**config.mk**
```make
export PLATFORM = sky130hd
export DESIGN_NAME = lpf_window_feeder_flat
export DESIGN_NICKNAME = d
export VERILOG_FILES = /design/src/rtl/lpf_window_feeder_if.sv /design/src/rtl/lpf_window_feeder.sv /design/src/flat_wrapper.sv
export SDC_FILE = /design/constraint.sdc
export NUM_CORES = 1
export LEC_CHECK = 0
export ABC_AREA = 0
export BUFFER_PORTS_ARGS = -buffer_cell sky130_fd_sc_hd__buf_2
export CAP_MARGIN = 25
export CORE_ASPECT_RATIO = 2
export CORE_UTILIZATION = 46
export CTS_CLUSTER_DIAMETER = 60
export DETAILED_ROUTE_END_ITERATION = 12
export PLACE_DENSITY = 0.75
export SLEW_MARGIN = 20
export SYNTH_ARGS = -nofsm -noshare
export SYNTH_HDL_FRONTEND = slang
export SYNTH_SLANG_ARGS = --single-unit
```
**constraint.sdc**
```tcl
create_clock -name clk -period 1.8 [get_ports clk]
set_input_delay 0.27 -clock clk [delete_from_list [all_inputs] [get_ports clk]]
set_output_delay 0.27 -clock clk [all_outputs]
set_load 0.05 [all_outputs]
```
**src/rtl/lpf_window_feeder_if.sv**
```systemverilog
// Sample-in / window-out handshake bundle between the mixer path, the feeder and the integrator.
// master = feeder side, slave = producer/consumer side.
interface lpf_window_feeder_if #(
  parameter int ARRAY_SIZE = 8,
  parameter int DATA_WIDTH = 18
);
  localparam int FW = $clog2(ARRAY_SIZE + 1);

  logic                  in_valid;
  logic                  in_ready;
  logic [DATA_WIDTH-1:0] in_sample;
  logic [DATA_WIDTH-1:0] window_array [0:ARRAY_SIZE-1];
  logic                  window_valid;
  logic                  window_ready;
  logic [FW-1:0]         fill_count;

  modport master (
    input  in_valid, in_sample, window_ready,
    output in_ready, window_array, window_valid, fill_count
  );

  modport slave (
    output in_valid, in_sample, window_ready,
    input  in_ready, window_array, window_valid, fill_count
  );
endinterface

```
**src/rtl/lpf_window_feeder.sv**
```systemverilog
// Shifts accepted samples into an ARRAY_SIZE tap line and presents it as a held window
// once full, then every DECIMATION accepts.
module lpf_window_feeder #(
  parameter int ARRAY_SIZE = 8,
  parameter int DATA_WIDTH = 18,
  parameter int DECIMATION = 8
) (
  input  logic                 clk,
  input  logic                 rst,
  input  logic                 flush,
  lpf_window_feeder_if.master  bus
);
  localparam int FW = $clog2(ARRAY_SIZE + 1);

  typedef enum logic [1:0] {FILL, STREAM, HOLD} state_t;

  state_t                state_q;
  logic [DATA_WIDTH-1:0] tap_q [0:ARRAY_SIZE-1];
  logic [DATA_WIDTH-1:0] tap_d [0:ARRAY_SIZE-1];
  logic [FW-1:0]         fill_q;
  logic [7:0]            cnt_q;
  logic                  wv_q;
  logic                  accept;
  logic                  complete;

  assign bus.in_ready     = ~wv_q | bus.window_ready;
  assign accept           = bus.in_valid & bus.in_ready;
  assign complete         = wv_q & bus.window_ready;
  assign bus.window_valid = wv_q;
  assign bus.fill_count   = fill_q;
  assign bus.window_array = tap_q;

  // Shifted line: newest at index 0, oldest falls off the end.
  always_comb begin
    tap_d[0] = bus.in_sample;
    for (int i = 1; i < ARRAY_SIZE; i++) tap_d[i] = tap_q[i-1];
  end

  always_ff @(posedge clk) begin
    if (rst || flush) begin
      for (int i = 0; i < ARRAY_SIZE; i++) tap_q[i] <= '0;
      fill_q  <= '0;
      cnt_q   <= '0;
      wv_q    <= 1'b0;
      state_q <= FILL;
    end else begin
      case (state_q)
        FILL: if (accept) begin
          tap_q  <= tap_d;
          fill_q <= fill_q + FW'(1);
          if (fill_q == FW'(ARRAY_SIZE - 1)) begin
            wv_q    <= 1'b1;
            cnt_q   <= '0;
            state_q <= HOLD;
          end
        end
        STREAM: if (accept) begin
          tap_q <= tap_d;
          if (cnt_q == 8'(DECIMATION - 1)) begin
            wv_q    <= 1'b1;
            cnt_q   <= '0;
            state_q <= HOLD;
          end else begin
            cnt_q <= cnt_q + 8'd1;
          end
        end
        HOLD: if (complete) begin
          // An accept here is the first sample of the next decimation period.
          if (accept) begin
            tap_q <= tap_d;
            if (DECIMATION == 1) begin
              wv_q <= 1'b1;
            end else begin
              wv_q    <= 1'b0;
              cnt_q   <= 8'd1;
              state_q <= STREAM;
            end
          end else begin
            wv_q    <= 1'b0;
            state_q <= STREAM;
          end
        end
        default: state_q <= FILL;
      endcase
    end
  end
endmodule

```
**src/flat_wrapper.sv**
```systemverilog
// flat-port wrapper written by rule: the top's interface ports become plain ports
module lpf_window_feeder_flat 
#(
  parameter int ARRAY_SIZE = 8,
  parameter int DATA_WIDTH = 18,
  parameter int DECIMATION = 8
)
  (clk, rst, flush, bus_in_valid, bus_in_sample, bus_window_ready, bus_in_ready, bus_window_array, bus_window_valid, bus_fill_count);
  lpf_window_feeder_if #(.ARRAY_SIZE(ARRAY_SIZE), .DATA_WIDTH(DATA_WIDTH)) bus_i ();
  input  logic clk;
  input  logic rst;
  input  logic flush;
  input wire logic [$bits(bus_i.in_valid)-1:0] bus_in_valid;
  input wire logic [$bits(bus_i.in_sample)-1:0] bus_in_sample;
  input wire logic [$bits(bus_i.window_ready)-1:0] bus_window_ready;
  output wire logic [$bits(bus_i.in_ready)-1:0] bus_in_ready;
  output wire logic [$bits(bus_i.window_array)-1:0] bus_window_array;
  output wire logic [$bits(bus_i.window_valid)-1:0] bus_window_valid;
  output wire logic [$bits(bus_i.fill_count)-1:0] bus_fill_count;
  assign bus_i.in_valid = bus_in_valid;
  assign bus_i.in_sample = bus_in_sample;
  assign bus_i.window_ready = bus_window_ready;
  assign bus_in_ready = bus_i.in_ready;
  assign bus_window_array = {>>{bus_i.window_array}};
  assign bus_window_valid = bus_i.window_valid;
  assign bus_fill_count = bus_i.fill_count;
  lpf_window_feeder #(.ARRAY_SIZE(ARRAY_SIZE), .DATA_WIDTH(DATA_WIDTH), .DECIMATION(DECIMATION)) u_core (.clk(clk), .rst(rst), .flush(flush), .bus(bus_i));
endmodule
```
==> results.py <==
metrics = {
    "run_status": {
        "status": "finished clean",
    },
    "timing": {
        "post-route-period-util": 0.970,
        "slew_violations": 0,
        "setup_viol": 0,
        "max_slew.worst_pin.slew_ns": 0.561,
        "hold_violations": 0,
        "period_needed_ns": 1.75,
        "maxSlewHeadroom": 0.625,
        "fmaxAchievable_ghz": 0.573,
        "clock_skew_ns": 0.0101,
    },
    "layout": {
        "fin_util": 0.633,
        "final_cells": 1059,
        "nFillCells": 1094,
        "nNetsFinal": 928,
        "synthToLayoutAreaGrowth_pct": 33.7,
        "layout-drive-gt1-share": 0.279,
        "diodes": 0,
    },
    "yosys": {
        "synth_top_cell_by_area": "dfxtp_1",
        "synthCells": 727,
        "ys_types": 29,
        "ys_top_cells_by_count": "300 x nand2_1, 159 x dfxtp_1, 149 x a21oi_1",
        "ys_seq_area_frac": 0.555,
        "yosys-top-cells-area": "dfxtp_1 55%, nand2_1 20%, a21oi_1 13%",
        "syn_avg_cell_area_um2": 7.89,
        "yosysMostFrequentCell": "nand2_1",
        "synth_area_um2": 5740,
        "synth_fp_nets": 756,
        "synth_flop_cell": "dfxtp_1",
        "yosys_warnings": 0,
        "synth_top_area_share": 0.555,
        "ys_async_sr_fraction": 0,
        "ys_ff_latch": 159,
        "synth-edff-count": 0,
    },
    "pwr": {
        "cellPowerDensity_nw_per_um2": 986,
        "combPwrFrac": 0.052,
        "p_int_mw": 5.74,
        "leakagePower_nw": 3.14,
        "clkPwrFrac": 0.478,
        "switching_share": 0.240,
        "p_sw_mw": 1.82,
        "pwr-share-seq": 0.470,
        "vdd_drop_max_v": 0.000727,
    },
    "grt": {
        "antenna_found_initial": 0,
        "grt_max_degree": 73,
        "gr-total-overflow": 0,
        "grt_pass1_wl_um": 23800,
        "first_global_vias": 4859,
        "grt_usage": 0.239,
    },
    "place": {
        "placed_cells": 1017,
        "gp_congestion": 0.852,
        "numPortBuffers": 172,
        "dp_hpwl_um": 10200,
    },
    "route": {
        "wl_per_cell_um": 14.8,
        "drc_errors": 0,
        "dr.first_iter.drc_count": 278,
        "first_pass_iters": 4,
        "antenna_left": 0,
        "routed_wl_um": 15700,
        "avgViaCountPerCell": 5.16,
        "num_vias": 5462,
    },
    "die": {
        "fp.dieW_um": 81.0,
        "dieArea_um2": 13000,
        "start_util": 0.473,
        "die_y_um": 160,
        "row_count": 57,
        "design.core.area_um2": 12100,
        "ios": 173,
    },
    "worst_setup_path": {
        "required_ns": 2.11,
        "r2r_slack_ns": 0.05,
        "setup.worst_path.start": "u_core.cnt_q[3]",
        "path_class": "flop to flop",
        "reg2reg_depth": 5,
        "crit_fanout": 7,
        "rr_startpoint": "u_core.cnt_q[3]",
        "startpoint_type": "flop",
        "end_kind": "flop",
        "crit_arrival_ns": 2.05,
    },
    "clock_tree": {
        "numCtsBuffers": 17,
        "clk_pin_slew_ns": 0.07,
        "cts_tree": "done",
        "clockBufferDepth": 2,
        "ctsHoldBuffers": 0,
        "cts_sinks": 159,
        "htree_levels": 4,
        "cts_root_buf": "clkbuf_16",
        "worstSkewPairLatency_ns": 0.42,
    },
    "run": {
        "maxCapViolations": 0,
    },
    "worst_hold_path": {
        "min-delay-start": "bus_in_sample[10]",
        "holdPathStages": 3,
        "hold_path_class": "input pin to flop",
    },
}
## per-layer routing
layer | GRT usage | vias to the layer above | share of wire
met3 | 0.0549 | 38 | 0.048
met1 | 0.267 | 2510 | 0.39
met4 | 0.125 | 0 | 0.037
met2 | 0.408 | 176 | 0.52
li1 | - | 2738 | -
met5 | 0 | - | 0
## cells in the final DEF (no fill, tap or decap), types with 2 or more instances in the layout
cell | synthesis | routed
inv_6 | 0 | 4
nand3_1 | 6 | 5
nand2_1 | 300 | 300
a21oi_1 | 149 | 149
dfxtp_2 | 0 | 5
and3_1 | 7 | 5
inv_1 | 4 | 4
buf_12 | 0 | 9
xor2_1 | 2 | 2
inv_8 | 0 | 3
nor2_1 | 7 | 6
clkinvlp_4 | 0 | 2
nor3b_1 | 6 | 6
clkinv_4 | 0 | 2
clkbuf_16 | 0 | 21
clkinv_2 | 0 | 2
nand3_4 | 0 | 2
buf_2 | 8 | 172
dfxtp_1 | 159 | 154
buf_4 | 0 | 18
o31ai_1 | 2 | 2
o21ai_0 | 5 | 3
bufinv_16 | 0 | 2
a32o_1 | 5 | 5
ha_1 | 6 | 5
or3_1 | 3 | 2
o21ai_1 | 6 | 7
## state kept, by name, indices dropped and copies added (netlist names)
register,count
u_core.bus.fill_count,4
u_core.bus.window_array,144
u_core.bus.window_valid,1
u_core.cnt_q,8
u_core.state_q,2
## worst paths after layout
| check | end |
|---|---|
| worst max register to register | u_core.cnt_q[3] |
| worst max-delay path | u_core.cnt_q[3] |
| worst min-delay path | u_core.bus.window_array[136] |
| worst min register to register | u_core.bus.window_array[8] |
## kinds of logic (layout without fill, tap and decap cells)
kind of cell / Yosys count / count (layout) / share of synthesized area
compound gates: 171 / 171 / 0.160
xor+xnor: 2 / 2 / 0.00305
fa+ha+maj: 6 / 6 / 0.0131
buf+inv: 54 / 239 / 0.0373
flops: 159 / 159 / 0.555
simple gates: 335 / 335 / 0.232
## final cells by class
type                            count  area (um2)  share of cell area
Timing Repair Buffer              203        1280               0.166
Clock buffer                       17         425              0.0555
Clock inverter                     15         171              0.0223
Inverter                            4        15.0             0.00196
Sequential cell                   159        3190               0.416
Multi-Input combinational cell    514        2410               0.314
Tap cell                          147         184              0.0240
## metrics by stage
step                      setup TNS [ns]  hold WS, ns  worst slack, ns  cell area (um2)  total power [mW]
after floorplan                        0        0.406           0.0546             5750              3.86
after global routing             -0.0379       0.0716          -0.0320             7670              7.81
after detailed placement               0        0.443           0.0382             6870              3.98
final                                  0       0.0805           0.0545             7670              7.56
after global placement                 0        0.439           0.0544             6870              3.98
after CTS                              0       0.0686           0.0259             7470              7.58
## repair_timing
item,4_1_cts,5_1_grt
setup endpoints to repair,1,98
buffers inserted,0,6
resized for setup,1,12
pin swaps,1,4
gates cloned,0,4
## power by group through the flow
stage | Combinational (mW) | Sequential, mW | Clock [mW]
6_report | 0.396 | 3.55 | 3.61
2_1_floorplan | 0.168 | 3.69 | 0
3_3_place_gp | 0.352 | 3.63 | 0
4_1_cts | 0.351 | 3.55 | 3.68
3_5_place_dp | 0.352 | 3.63 | 0
5_1_grt | 0.425 | 3.55 | 3.83
## critical path: stages, from the launching register on
cell	delay (ns)
dfxtp_2	0.34
or3_4	0.40
or4_4	0.44
nand3_4	0.12
o21ai_1	0.09
a32o_1	0.25
Power figures use the tool's default switching activity.
